File: config.mk
export PLATFORM = sky130hd
export DESIGN_NAME = dct_transpose_buf
export DESIGN_NICKNAME = d
export VERILOG_FILES = /design/src/rtl/dct_transpose_buf.sv
export SDC_FILE = /design/constraint.sdc
export NUM_CORES = 1
export LEC_CHECK = 0
export ABC_AREA = 0
export CAP_MARGIN = 20
export CORE_ASPECT_RATIO = 1.1
export CORE_MARGIN = 3
export CORE_UTILIZATION = 54
export DETAILED_ROUTE_END_ITERATION = 10
export PLACE_DENSITY = 0.85
export SLEW_MARGIN = 20
export SYNTH_ARGS = -nofsm -noshare
export SYNTH_HDL_FRONTEND = slang
export SYNTH_SLANG_ARGS = --single-unit
File: constraint.sdc
create_clock -name clk -period 10.9 [get_ports clk]
set_input_delay 2.18 -clock clk [delete_from_list [all_inputs] [get_ports clk]]
set_output_delay 2.18 -clock clk [all_outputs]
set_load 0.01 [all_outputs]
File: src/rtl/dct_transpose_buf.sv
// dct_transpose_buf: 8x8 transpose and rescale buffer between
// the row pass and the column pass of Y = D X D^T.
module dct_transpose_buf #(
  parameter int N     = 8,
  parameter int W     = 2*N+3,
  parameter int SHIFT = 7
) (
  input  logic         clk,
  input  logic         rst,
  input  logic         in_valid,
  output logic         in_ready,
  input  logic [W-1:0] Y0,
  input  logic [W-1:0] Y1,
  input  logic [W-1:0] Y2,
  input  logic [W-1:0] Y3,
  input  logic [W-1:0] Y4,
  input  logic [W-1:0] Y5,
  input  logic [W-1:0] Y6,
  input  logic [W-1:0] Y7,
  output logic [N-1:0] A0,
  output logic [N-1:0] A1,
  output logic [N-1:0] A2,
  output logic [N-1:0] A3,
  output logic [N-1:0] A4,
  output logic [N-1:0] A5,
  output logic [N-1:0] A6,
  output logic [N-1:0] A7,
  output logic         start,
  input  logic         done,
  output logic         frame_done
);

  typedef enum logic [1:0] {
    FILL,
    ISSUE,
    WAIT
  } state_t;

  localparam int SH1 = (SHIFT > 0) ? SHIFT - 1 : 0;

  localparam logic signed [W:0] RND =
    (SHIFT > 0) ? ((W+1)'(1) << SH1) : '0;

  localparam logic signed [W:0] MAXV =
    (W+1)'((1 << (N-1)) - 1);

  localparam logic signed [W:0] MINV = ~MAXV;

  // Round half up, arithmetic shift, clamp to N bits.
  // One extra bit keeps the rounding add from wrapping.
  function automatic logic [N-1:0] scale(
    input logic [W-1:0] x
  );
    logic signed [W:0] t;
    t = $signed({x[W-1], x}) + RND;
    t = t >>> SHIFT;
    if (t > MAXV)
      scale = MAXV[N-1:0];
    else if (t < MINV)
      scale = MINV[N-1:0];
    else
      scale = t[N-1:0];
  endfunction

  state_t       state;
  logic [2:0]   r;
  logic [2:0]   c;
  logic [W-1:0] m [8][8];
  logic [W-1:0] y [8];
  logic [N-1:0] a [8];
  logic [2:0]   col_sel;
  logic [W-1:0] col_raw [8];
  logic         wr;

  assign y[0] = Y0;
  assign y[1] = Y1;
  assign y[2] = Y2;
  assign y[3] = Y3;
  assign y[4] = Y4;
  assign y[5] = Y5;
  assign y[6] = Y6;
  assign y[7] = Y7;

  assign A0 = a[0];
  assign A1 = a[1];
  assign A2 = a[2];
  assign A3 = a[3];
  assign A4 = a[4];
  assign A5 = a[5];
  assign A6 = a[6];
  assign A7 = a[7];

  assign in_ready = (state == FILL);
  assign wr       = in_valid && in_ready;

  // Row capture; the array needs no reset since
  // a frame is always fully rewritten before use.
  always_ff @(posedge clk) begin
    if (wr) begin
      for (int k = 0; k < 8; k++)
        m[r][k] <= y[k];
    end
  end

  // Next column to present: column 0 at the end
  // of a fill (row 7 still on the inputs), else c+1.
  always_comb begin
    col_sel = (state == FILL) ? 3'd0 : c + 3'd1;
    for (int k = 0; k < 8; k++)
      col_raw[k] = m[k][col_sel];
    if (state == FILL)
      col_raw[7] = y[0];
  end

  // Fill / issue / wait sequencing with
  // registered operands, start and frame_done.
  always_ff @(posedge clk or negedge rst) begin
    if (!rst) begin
      state      <= FILL;
      r          <= '0;
      c          <= '0;
      start      <= 1'b0;
      frame_done <= 1'b0;
      for (int k = 0; k < 8; k++)
        a[k] <= '0;
    end else begin
      start      <= 1'b0;
      frame_done <= 1'b0;
      unique case (state)
        FILL: begin
          if (in_valid) begin
            r <= r + 3'd1;
            if (r == 3'd7) begin
              state <= ISSUE;
              start <= 1'b1;
              for (int k = 0; k < 8; k++)
                a[k] <= scale(col_raw[k]);
            end
          end
        end
        ISSUE: begin
          state <= WAIT;
        end
        WAIT: begin
          if (done) begin
            if (c != 3'd7) begin
              c     <= c + 3'd1;
              state <= ISSUE;
              start <= 1'b1;
              for (int k = 0; k < 8; k++)
                a[k] <= scale(col_raw[k]);
            end else begin
              c          <= '0;
              frame_done <= 1'b1;
              state      <= FILL;
            end
          end
        end
        default: begin
          state <= FILL;
        end
      endcase
    end
  end

endmodule
==> impl_metrics.py, run 1 <==
metrics = {
    "outcome": {
        "status": "complete, no violations",
    },
    "clock_tree": {
        "clkSinkCount": 906,
        "clkSlewWorstSetupHoldPaths_ps": 60,
        "clock_latency_ps": 660,
        "cts_buffer_depth": 3,
        "ctsResizeCount": 0,
        "root_buffer": "clkbuf_16",
        "cts_buffers": 87,
        "tritoncts": "built",
        "htree_levels": 3,
        "cts_setup_buffers": 0,
        "hold_buffers": 0,
    },
    "route": {
        "via_per_inst": 6.81,
        "vias": 25300,
        "drc": 0,
        "ant_nets": 0,
        "wl_um": 115000,
        "drt_iter0_drc": 3763,
        "drt-pass1-iter-count": 6,
        "routedWlPerCell_um": 30.8,
    },
    "timing": {
        "fmaxAchievable_mhz": 149,
        "maxSlewViolCount": 0,
        "grt_setup_unrepaired": "false",
        "hold_slack_ps": 482,
        "worst_pin_slew_ps": 1150,
        "setup_viol": 0,
        "fin_crit_sh_pct": 61.6,
        "tns_ps": 0,
        "finalHoldViolCount": 0,
        "clock_skew_ps": 25.0,
        "fin_crit_ps": 6720,
        "relSlewSlack_pct": 23.6,
    },
    "floorplan": {
        "die_area_um2": 74700,
        "io_pins": 223,
        "initial_core_util_pct": 54.6,
        "num_rows": 102,
        "die_x_um": 261,
        "dieHeight_um": 286,
        "coreArea_um2": 70600,
    },
    "run": {
        "cap_violations": 0,
    },
    "power_and_ir_drop": {
        "p_leak_nw": 14.4,
        "power_frac_comb_pct": 40.8,
        "p_per_area_nw_per_um2": 296,
        "clkPwrFrac_pct": 22.6,
        "switching_share_pct": 39.9,
        "p_int_mw": 7.75,
        "power_mw": 12.9,
        "ir_worst_vdd_v": 0.000163,
        "p_sw_mw": 5.15,
        "pwr-share-seq_pct": 36.6,
    },
    "synthesis": {
        "syn_area_um2": 38600,
        "synth-compound-area-share_pct": 11.9,
        "avgSynthCellArea_um2": 15.1,
        "mappedNetlistNets": 2722,
        "seq_area_frac_synth_pct": 69.6,
        "ys_top_cells_by_area": "edfxtp_1 65%, dfrtp_1 4.8%, mux2i_1 3.2%, mux2_2 1.9%, nand2_1 1.9%",
        "synth_top_family_by_area": "compound AO/OA/AOI/OAI gates",
        "synth_common_cells": "832 x edfxtp_1, 197 x nand2_1, 126 x nor2_1, 123 x mux2i_1, 95 x a21oi_1",
        "synthArstFlopShare_pct": 8.17,
        "synth-seq-cells": 906,
        "synth.top_cell.area_share_pct": 64.8,
        "synth_edf_count": 832,
        "ys_types": 111,
        "synth-xor-area-share_pct": 1.07,
        "synth_warnings": 0,
        "synth_mux_area_share_pct": 6.89,
        "yosysMostFrequentCell": "edfxtp_1",
        "ys.flop_type": "edfxtp_1",
        "synth_cells": 2554,
        "yosys.area_share.adder_pct": 0.389,
        "yosys.area.top_type": "edfxtp_1",
        "synthSimpleGateAreaFrac_pct": 6.98,
    },
    "critical_path": {
        "reg2regPathDepth": 13,
        "critPathMaxFanout": 67,
        "criticalPathCategory": "flop to flop",
        "endpoint": "A2[3]",
        "r2r_slack_ps": 4180,
        "endpoint_kind": "flop",
        "worstPathRequired_ps": 11480,
        "timing.rr.end": "A2[3]",
        "cp-start-kind": "flop",
        "max_stage_delay_ps": 1050,
        "crit_slowest_cell": "dfrtp_4",
        "crit_start": "c[0]",
        "r2r_start": "c[0]",
        "cp.arrival_ps": 7290,
        "path_cells": "ha_2 > ha_4 > buf_4 > clkinv_2 > buf_4 > nand2_1 > o22ai_1 > o22a_1 > or3b_1 > o41ai_1 > nand2_1 > a21oi_2 > a21o_1",
    },
    "worst_hold_path": {
        "hold_path.class": "flop to flop",
    },
    "place": {
        "dp_cells": 3558,
        "portBuffers": 174,
        "gp_congestion": 0.989,
        "place.detailed.hpwl_um": 72200,
    },
    "grt": {
        "grt_antenna_before_repair": 3,
        "grt_pass1_vias": 24800,
        "grt-ovfl-total": 0,
        "grt_pass1_wl_um": 165000,
        "track_usage_pct": 30.2,
        "grt_max_degree": 68,
    },
    "final_layout": {
        "drive_above_1_share_pct": 12.8,
        "layout.nets": 2880,
        "num-fill-cells": 4858,
        "finalNonFillerCells": 3719,
        "area_delta_synth_final_pct": 13.1,
    },
}
## logic make-up after synthesis
kind of cell,count (synthesis)
xor+xnor,47
fa+ha+maj,12
simple gates,557
flops,906
mux,220
compound gates,629
buf+inv,183
## critical path, delay by kind of cell, from the launching register on
| family | cells | cell delay (ps) |
|---|---|---|
| buffers and inverters | 3 | 1760 |
| AO/OA/AOI/OAI | 5 | 1620 |
| adder cells (fa/ha/maj) | 2 | 940 |
| AND/OR/NAND/NOR | 3 | 1150 |
| flip-flops | 1 | 1050 |
## worst min path at each step
stage,from,cells past startpoint,end
3_5_place_dp,A0[7],2,A0[7]
5_1_grt,A2[7],2,A2[7]
4_1_cts,A0[7],2,A0[7]
3_3_place_gp,A0[7],2,A0[7]
6_report,A4[7],2,A4[7]
2_1_floorplan,c[1],2,c[1]
## stage by stage
step	setup slack [ps]	util (%)	cell area, um^2
CTS	4390	61.8	43600
floorplan	39.1	-	38600
global route	4080	61.8	43600
finish	4180	61.8	43600
detailed placement	4420	57.9	40900
global placement	4550	57.9	40900
## cell usage in the layout, fill, tap and decap left out, types with 12 or more instances in the layout
master and instances:
edfxtp_1 832, nand2_1 197, clkdlybuf4s50_1 173, mux2i_1 123, nor2_1 122, a21oi_1 95
o21ai_0 91, clkbuf_16 89, dfrtp_1 73, mux2_2 66, nand3_1 56, buf_4 53
o22ai_1 52, a211oi_1 47, a221oi_1 36, o221ai_1 33, o211ai_1 29, nor2b_1 28
mux4_2 27, nor3_1 25, a31oi_1 25, xnor2_1 25, xor2_1 22, clkinv_1 21
a221o_1 21, inv_1 21, a2bb2oi_1 19, and2_1 19, a21o_1 19, nand2b_1 17
clkinv_2 17, o2bb2ai_1 13, and3_1 12
## area by class of cell
cell class | instances | area (um^2) | area share [%]
well taps | 936 | 1170 | 2.68
multi-input cells | 1465 | 10600 | 24.4
clock inverters | 56 | 452 | 1.04
clock buffers | 102 | 2290 | 5.25
inverters | 25 | 96.3 | 0.221
repair buffers | 227 | 2150 | 4.93
flip-flops and latches | 906 | 26800 | 61.5
diodes | 2 | 5.00 | 0.0115
## power by group through the flow
stage	Clock [mW]	Combinational (mW)	Sequential, mW
3_3_place_gp	0	4.90	4.73
6_report	2.92	5.26	4.72
2_1_floorplan	0	3.23	4.76
4_1_cts	2.92	5.09	4.71
5_1_grt	3.05	5.47	4.75
3_5_place_dp	0	5.04	4.77
## state kept, by name, summed over array words and instances, names as in the netlist
register	flops
A7	8
state	2
c	3
A0	8
r	3
A4	8
A6	8
A5	8
start	1
m	832
frame_done	1
A2	8
A1	8
A3	8
## metal layers
layer  part of all wire (%)  track usage (%)
met4                    5.7             15.7
met1                     35             39.8
met3                     14             7.87
met2                     46             46.6
met5                      0                0
No activity file was read; power rests on OpenSTA's default activity.
==> inputs of run 2 (changes only) <==
- clock period: 10.9 -> 5.57 ns (I/O delays scaled with it)
==> impl_metrics.py, run 2 (synthesis results as in run 1) <==
metrics = {
    "critical_path": {
        "critPathBufInv": 0,
        "cp.arrival_ps": 5670,
        "max_stage_delay_ps": 610,
        "criticalPathCategory": "flop to flop",
        "crit_slowest_cell": "ha_4",
        "reg2regPathDepth": 13,
        "path_cells": "ha_2 > ha_4 > o21a_4 > mux2i_1 > o221ai_1 > o21a_1 > ha_1 > o221ai_1 > a211oi_1 > mux2i_1 > a41oi_1 > a211oi_2 > a211oi_1",
        "crit_family": "compound AO/OA/AOI/OAI gates",
        "endpoint_kind": "flop",
        "r2r_start": "c[0]",
        "worstPathRequired_ps": 6060,
        "critical_path_cell_count": 13,
        "critPathMaxFanout": 37,
        "crit_start": "c[0]",
        "cp-start-kind": "flop",
    },
    "final_layout": {
        "multi_input_area_um2": 10600,
        "layout_common_cells": "832 x edfxtp_1, 197 x nand2_1, 173 x clkdlybuf4s50_1, 123 x mux2i_1, 122 x nor2_1",
        "drive_above_1_share_pct": 13.4,
        "regMostFlops": "m",
        "seq_area_um2": 26800,
        "area_delta_synth_final_pct": 14.0,
        "largest_reg_flops": 832,
        "finalNonFillerCells": 3740,
        "num-fill-cells": 4716,
        "layout_commonest_cell": "edfxtp_1",
        "layout.nets": 2898,
    },
    "timing": {
        "fin_crit_ps": 5180,
        "maxSlewViolCount": 0,
        "relSlewSlack_pct": 28.9,
        "fmaxAchievable_mhz": 193,
        "clock_skew_ps": 37.8,
        "grt_setup_unrepaired": "false",
        "fin_crit_sh_pct": 93.0,
        "finalHoldViolCount": 0,
        "setup_viol": 0,
        "worst_pin_slew_ps": 1070,
    },
    "power_and_ir_drop": {
        "pwr-share-seq_pct": 35.9,
        "p_int_mw": 15.4,
        "clkPwrFrac_pct": 22.6,
        "ir_worst_vdd_v": 0.000440,
        "p_per_area_nw_per_um2": 580,
        "p_leak_nw": 14.5,
        "switching_share_pct": 39.6,
        "p_sw_mw": 10.1,
        "power_mw": 25.5,
        "power_frac_comb_pct": 41.4,
    },
    "clock_tree": {
        "tritoncts": "built",
        "cts_buffer_depth": 3,
        "cts_buffers": 85,
        "clkSlewWorstSetupHoldPaths_ps": 70,
        "clkSinkCount": 906,
        "htree_levels": 3,
        "cts_setup_buffers": 0,
        "hold_buffers": 0,
        "root_buffer": "clkbuf_16",
        "ctsResizeCount": 0,
        "clock_latency_ps": 670,
    },
    "grt": {
        "grt_pass1_wl_um": 164000,
        "grt_pass1_vias": 24700,
        "grt_max_degree": 159,
        "grt-ovfl-total": 0,
        "track_usage_pct": 30.0,
        "grt_antenna_before_repair": 3,
    },
    "route": {
        "drt-pass1-iter-count": 6,
        "via_per_inst": 6.80,
        "drt_iter0_drc": 4147,
        "vias": 25400,
        "wl_um": 113000,
        "routedWlPerCell_um": 30.2,
        "ant_nets": 0,
        "drc": 0,
    },
    "floorplan": {
        "num_rows": 102,
        "io_pins": 223,
        "die_area_um2": 74700,
        "die_x_um": 261,
        "initial_core_util_pct": 54.6,
        "coreArea_um2": 70600,
        "dieHeight_um": 286,
    },
    "worst_hold_path": {
        "hold_depth": 2,
        "holdCritStartpoint": "A5[7]",
        "hold_path.class": "flop to flop",
    },
    "run": {
        "cap_violations": 0,
    },
    "outcome": {
        "status": "complete, no violations",
    },
    "place": {
        "portBuffers": 174,
        "gp_congestion": 0.924,
        "dp_cells": 3579,
        "place.detailed.hpwl_um": 71800,
    },
}
==> run 2: cell types whose count changed in the layout (fill, tap and decap cells not counted), moves of 3 or more <==
cell	before	now
buf_12	1	13
buf_4	53	61
bufinv_16	4	7
clkbuf_1	11	18
clkbuf_16	89	85
clkinv_1	21	13
clkinv_4	1	4
==> run 2: per-layer routing <==
metal / routed length (um) / up-vias / part of all wire (%) / track usage (%)
li1: - / 10500 / - / -
met1: 38600 / 12400 / 34 / 39.3
met2: 51600 / 2208 / 46 / 45.6
met3: 15800 / 415 / 14 / 8.27
met4: 7090 / 2 / 6.3 / 16.8
met5: 13 / - / 0.011 / 0
==> run 2: final cells by class <==
class	instances	area share (%)
antenna	2	0.0114
clock buffer	105	5.06
clock inverter	54	1.21
inverter	25	0.216
multi-input combinational	1465	24.2
sequential	906	61.1
tap	936	2.66
timing repair buffer	247	5.57
==> run 2: path summary, 6_finish.rpt <==
kind / slack, ps / end
min: 470 / A5[7]
max in group asynchronous: 4180 / c[0]
max: 390 / A5[2]
min reg2reg: 470 / A5[7]
max reg2reg: 390 / A5[2]
min in group asynchronous: 630 / A0[5]
==> run 2: metrics by stage <==
step / setup slack [ps] / TNS [ps] / util, % / area (um^2) / hold slack [ps]
after floorplan: -1480 / -539980 / - / 38600 / 454
after global placement: 761 / 0 / 58.4 / 41200 / 453
after detailed placement: 609 / 0 / 58.4 / 41200 / 460
after CTS: 492 / 0 / 62.3 / 44000 / 473
after global routing: 190 / 0 / 62.3 / 44000 / 519
final: 392 / 0 / 62.3 / 44000 / 471
==> run 2: worst min-delay path: stages, from the launching register on <==
cell and delay [ps]:
dfrtp_1 350, nand2_1 50, nand2_1 50
==> run 2: power groups by stage <==
stage / registers (mW) / logic (mW) / clock network, mW
after global placement: 9.18 / 9.85 / 0
after CTS: 9.13 / 10.2 / 5.79
final: 9.16 / 10.6 / 5.77
after detailed placement: 9.26 / 10.1 / 0
after floorplan: 9.24 / 6.33 / 0
after global routing: 9.22 / 10.9 / 6.04
